<file path="src/rtl/boot_loader.sv">
// rtl/boot_loader.sv - Handshaked instruction-memory loader driving active-low CS/WE/OE strobes.
// Accepts words on a valid/ready stream, writes them at successive addresses, pulses cpu_start when done.
module boot_loader #(
   parameter logic [31:0] BASE_ADDR   = 32'h0000_0000,
   parameter int unsigned ADDR_STRIDE = 1,
   parameter int unsigned MAX_WORDS   = 1024,
   parameter int unsigned WR_CYCLES   = 2
) (
   input  logic        clock,
   input  logic        reset,
   input  logic        start,
   input  logic [31:0] in_data,
   input  logic        in_valid,
   input  logic        in_last,
   output logic        in_ready,
   output logic [31:0] mem_address,
   output logic [31:0] mem_wdata,
   output logic        mem_cs_n,
   output logic        mem_we_n,
   output logic        mem_oe_n,
   output logic [15:0] word_count,
   output logic        boot_done,
   output logic        cpu_start,
   output logic        overflow_err
);

   localparam int unsigned   WCW     = (WR_CYCLES > 1) ? $clog2(WR_CYCLES) : 1;
   localparam logic [WCW-1:0] WR_LAST = WCW'(WR_CYCLES - 1);
   localparam logic [15:0]    MAX_CNT = 16'(MAX_WORDS);
   localparam logic [31:0]    STRIDE  = 32'(ADDR_STRIDE);

   typedef enum logic [2:0] {
      S_IDLE,
      S_WAIT_WORD,
      S_WRITE,
      S_RELEASE,
      S_DONE,
      S_ERROR
   } state_t;

   state_t         state_q, state_d;
   logic [WCW-1:0] wr_cnt_q, wr_cnt_d;
   logic           last_q, last_d;
   logic [31:0]    mem_address_q, mem_address_d;
   logic [31:0]    mem_wdata_q, mem_wdata_d;
   logic           mem_cs_n_q, mem_cs_n_d;
   logic           mem_we_n_q, mem_we_n_d;
   logic           in_ready_q, in_ready_d;
   logic [15:0]    word_count_q, word_count_d;
   logic           boot_done_q, boot_done_d;
   logic           cpu_start_q, cpu_start_d;
   logic           overflow_err_q, overflow_err_d;
   logic           xfer;

   assign xfer = in_valid && in_ready_q;

   // Every registered output is computed from the state being entered, so the
   // strobes and in_ready line up with the state they belong to.
   always_comb begin
      state_d        = state_q;
      wr_cnt_d       = wr_cnt_q;
      last_d         = last_q;
      mem_address_d  = mem_address_q;
      mem_wdata_d    = mem_wdata_q;
      mem_cs_n_d     = 1'b1;
      mem_we_n_d     = 1'b1;
      in_ready_d     = 1'b0;
      word_count_d   = word_count_q;
      boot_done_d    = boot_done_q;
      cpu_start_d    = 1'b0;
      overflow_err_d = overflow_err_q;

      case (state_q)
         S_IDLE: begin
            if (start) begin
               state_d       = S_WAIT_WORD;
               word_count_d  = 16'd0;
               mem_address_d = BASE_ADDR;
               in_ready_d    = 1'b1;
            end
         end

         S_WAIT_WORD: begin
            in_ready_d = 1'b1;
            if (xfer) begin
               in_ready_d = 1'b0;
               if (word_count_q == MAX_CNT) begin
                  state_d        = S_ERROR;
                  overflow_err_d = 1'b1;
               end else begin
                  state_d     = S_WRITE;
                  mem_wdata_d = in_data;
                  last_d      = in_last;
                  wr_cnt_d    = '0;
                  mem_cs_n_d  = 1'b0;
                  mem_we_n_d  = 1'b0;
               end
            end
         end

         S_WRITE: begin
            if (wr_cnt_q == WR_LAST) begin
               state_d = S_RELEASE;
            end else begin
               wr_cnt_d   = wr_cnt_q + 1'b1;
               mem_cs_n_d = 1'b0;
               mem_we_n_d = 1'b0;
            end
         end

         S_RELEASE: begin
            word_count_d  = word_count_q + 16'd1;
            mem_address_d = mem_address_q + STRIDE;
            if (last_q) begin
               state_d     = S_DONE;
               boot_done_d = 1'b1;
               cpu_start_d = 1'b1;
            end else begin
               state_d    = S_WAIT_WORD;
               in_ready_d = 1'b1;
            end
         end

         S_DONE: begin
            state_d = S_DONE;
         end

         S_ERROR: begin
            state_d = S_ERROR;
         end

         default: begin
            state_d = S_IDLE;
         end
      endcase
   end

   always_ff @(posedge clock) begin
      if (reset) begin
         state_q        <= S_IDLE;
         wr_cnt_q       <= '0;
         last_q         <= 1'b0;
         mem_address_q  <= BASE_ADDR;
         mem_wdata_q    <= 32'd0;
         mem_cs_n_q     <= 1'b1;
         mem_we_n_q     <= 1'b1;
         in_ready_q     <= 1'b0;
         word_count_q   <= 16'd0;
         boot_done_q    <= 1'b0;
         cpu_start_q    <= 1'b0;
         overflow_err_q <= 1'b0;
      end else begin
         state_q        <= state_d;
         wr_cnt_q       <= wr_cnt_d;
         last_q         <= last_d;
         mem_address_q  <= mem_address_d;
         mem_wdata_q    <= mem_wdata_d;
         mem_cs_n_q     <= mem_cs_n_d;
         mem_we_n_q     <= mem_we_n_d;
         in_ready_q     <= in_ready_d;
         word_count_q   <= word_count_d;
         boot_done_q    <= boot_done_d;
         cpu_start_q    <= cpu_start_d;
         overflow_err_q <= overflow_err_d;
      end
   end

   assign in_ready     = in_ready_q;
   assign mem_address  = mem_address_q;
   assign mem_wdata    = mem_wdata_q;
   assign mem_cs_n     = mem_cs_n_q;
   assign mem_we_n     = mem_we_n_q;
   assign mem_oe_n     = 1'b1;
   assign word_count   = word_count_q;
   assign boot_done    = boot_done_q;
   assign cpu_start    = cpu_start_q;
   assign overflow_err = overflow_err_q;

endmodule
</file>
<file path="config.mk">
export PLATFORM = sky130hd
export DESIGN_NAME = boot_loader
export DESIGN_NICKNAME = d
export VERILOG_FILES = /design/src/rtl/boot_loader.sv
export SDC_FILE = /design/constraint.sdc
export NUM_CORES = 1
export LEC_CHECK = 0
export CAP_MARGIN = 10
export CORE_AREA = 2 2 86 96
export DETAILED_ROUTE_END_ITERATION = 6
export DIE_AREA = 0 0 88 98
export DONT_BUFFER_PORTS = 1
export GPL_TIMING_DRIVEN = 1
export HOLD_SLACK_MARGIN = 0.15
export PLACE_DENSITY = 0.8
export SYNTH_ARGS = -nofsm -noshare
export SYNTH_HDL_FRONTEND = slang
export SYNTH_SLANG_ARGS = --single-unit
</file>
<file path="constraint.sdc">
create_clock -name clock -period 1.92 [get_ports clock]
set_clock_uncertainty 0.05 [all_clocks]
set_input_delay 0.384 -clock clock [delete_from_list [all_inputs] [get_ports clock]]
set_output_delay 0.384 -clock clock [all_outputs]
set_load 0.005 [all_outputs]
</file>
==> results.json <==
{
  "outcome": "finished, final reports clean",
  "syn_to_final_growth_pct": 17.97,
  "postSynth.asyncResetShare_pct": 0,
  "dr.pass1.iters": 5,
  "syn_inst": 516,
  "synth_common_cells": "dfxtp_1, a21oi_1, nand3_1, clkbuf_1, nor2_1",
  "viasPerCell": 6.303,
  "antenna_found_initial": 0,
  "power.density_mw_per_mm2": 723.8,
  "worst-path-max-fanout": 6,
  "syn-num-nets": 556,
  "diodes": 0,
  "yosysMostFrequentCell": "dfxtp_1",
  "netlist_area_sq_mm": 0.004248,
  "layout_min_cycle_time_ns": 1.898,
  "ctsRootBufferMaster": "clkbuf_8",
  "synth-xor-area-share_pct": 0.2062,
  "dpl.hpwl_um": 7540,
  "num_rows": 34,
  "holdWs_ns": 0.03704,
  "overflow": 0,
  "setup_viol": 0,
  "synthSimpleGateAreaFrac_pct": 27.81,
  "grt_pass1_wl_um": 18660,
  "clk_pin_slew_ns": 0.09,
  "die-area_sq_mm": 0.008624,
  "synthFlopType": "dfxtp_1",
  "synth-warning-count": 0,
  "synth_area_leaders": "dfxtp_1, a21oi_1, nand3_1",
  "cp-start-kind": "register",
  "clk_latency_ns": 0.37,
  "port_buffers": 0,
  "synth_area_per_cell_sq_um": 8.232,
  "path_class": "reg2reg",
  "first_global_vias": 4005,
  "synthAdderAreaFrac_pct": 0.8837,
  "required_ns": 2.16,
  "ys_seq_area_share_pct": 42.42,
  "cp-end-kind": "register",
  "grt_max_degree": 98,
  "cts_buffers": 9,
  "clock_sinks": 90,
  "fp.coreArea_sq_mm": 0.007700,
  "drtIter0Drc": 226,
  "cts_buffer_depth": 2,
  "hold_violations": 0,
  "hold_buffers": 2,
  "fmax_mhz": 527.0,
  "synth_cell_type_count": 55,
  "nNetsFinal": 586,
  "muxShareOfSynthArea_pct": 3.387,
  "ant_nets": 0,
  "arrival_ns": 2.14,
  "slew_violations": 0,
  "die_x_um": 88,
  "die_h_um": 98,
  "cts_tree": "built",
  "yosysTopAreaCellShare_pct": 42.42,
  "hold_path.class": "in2reg",
  "htreeDepth": 3,
  "gp_congestion": 0.8841,
  "ios": 124,
  "rsz0062_at_grt": "true",
  "wl_um": 11320,
  "fin_tns_setup_ns": 0,
  "synth_compound_area_share_pct": 20.06,
  "p_leak_nw": 1.669,
  "synth_edf_count": 0,
  "drive_gt1_share_pct": 21.42,
  "drc": 0,
  "wl_per_cell_um": 17.18,
  "cap_violations": 0,
  "initial_core_util_pct": 55.17,
  "reg2reg_slack_ns": 0.02,
  "vias": 4154,
  "synth_top_cell_by_area": "dfxtp_1",
  "synth_top_family_by_area": "simple AND/OR/NAND/NOR gates",
  "track_usage_pct": 26.52,
  "ys_seq_elements": 90,
  "ir_drop_uv": 650.2,
  "post-route-period-util_pct": 98.83
}
==> worst max-delay path, stage by stage (launching register included) <==
cell and delay (ns):
dfxtp_2 0.34, nand4_1 0.10, buf_4 0.17, or3_4 0.39, buf_4 0.16, or4_1 0.46
a21oi_1 0.15
==> state kept, by name, indices dropped and copies added, names as in the netlist <==
register      flops
mem_wdata        32
word_count       16
in_ready          1
last_q            1
mem_we_n          1
wr_cnt_q          1
overflow_err      1
cpu_start         1
state_q           3
boot_done         1
mem_address      32
==> final timing paths <==
check	startpoint	to	depth (start not counted)
worst min-delay path	reset	word_count[13]	1
worst min register to register	wr_cnt_q	wr_cnt_q	2
worst max register to register	mem_address[9]	mem_address[23]	6
worst max-delay path	mem_address[9]	mem_address[23]	6
==> through the flow <==
| step | area (sq um) | utilization, % | cells | setup WS [ns] | total power (W) |
|---|---|---|---|---|---|
| 3_3_place_gp | 4682 | 60.81 | 638 | 0.04935 | 0.002274 |
| 4_1_cts | 4933 | 64.07 | 657 | 0.02214 | 0.003644 |
| 5_1_grt | 5011 | 65.08 | 659 | -0.02410 | 0.003770 |
| 3_5_place_dp | 4682 | 60.81 | 638 | -0.03997 | 0.002284 |
| 6_report | 5011 | 65.08 | 659 | 0.02248 | 0.003627 |
| 2_1_floorplan | 4248 | - | 516 | 0.002819 | 0.002198 |
==> cell type report <==
class	count	area [sq um]
Clock inverter	6	71.32
Sequential cell	90	1809
Fill cell	653	2689
Tap cell	108	135.1
Multi-Input combinational cell	373	2305
Timing Repair Buffer	62	515.5
Clock buffer	10	137.6
Inverter	10	37.54
==> cell families (layout without fill, tap and decap cells) <==
logic type               Yosys count  after routing
AND/OR/NAND/NOR                  209            209
buffers and inverters             53             88
other                              1              1
adder cells (fa/ha/maj)            3              3
AO/OA/AOI/OAI                    146            146
multiplexers                      13             13
flip-flops                        90             90
XOR/XNOR                           1              1
==> routing by layer <==
| metal | GRT usage, % | wire length (um) | vias to the layer above |
|---|---|---|---|
| li1 | - | - | 1979 |
| met4 | 10.89 | 175 | 0 |
| met2 | 44.29 | 5703 | 167 |
| met1 | 32.05 | 4503 | 1991 |
| met5 | 0 | 0 | - |
| met3 | 6.847 | 940 | 17 |
==> report_power, final <==
group / leakage [nW] / internal, W / total [W] / switching (W)
Sequential: 0.729 / 0.00190 / 0.00194 / 0.0000355
Combinational: 0.841 / 0.000126 / 0.000309 / 0.000183
Clock: 0.0999 / 0.000651 / 0.00138 / 0.000727
Total: 1.67 / 0.00268 / 0.00363 / 0.000946
==> repair_timing <==
action	in CTS	in global routing
gates resized for setup	4	18
pin swaps	2	6
setup endpoints to repair	10	34
setup buffers	1	2
endpoints found under the hold margin	82	80
==> layout by cell type (no fill, tap or decap), types with 7 or more instances in the layout <==
cell / netlist / layout
nor3_1: 7 / 7
o211ai_1: 11 / 11
or4_1: 15 / 11
clkbuf_8: 0 / 10
nand2_1: 22 / 22
nor3b_1: 7 / 7
mux2_2: 11 / 11
nor2_1: 38 / 38
nand3_1: 50 / 49
or3_1: 14 / 12
o311ai_1: 9 / 9
nand4_1: 18 / 18
buf_4: 3 / 55
dfxtp_1: 90 / 84
o21ai_0: 37 / 37
a21oi_1: 70 / 67
inv_1: 10 / 10
No activity file was read; power rests on OpenSTA's default activity.
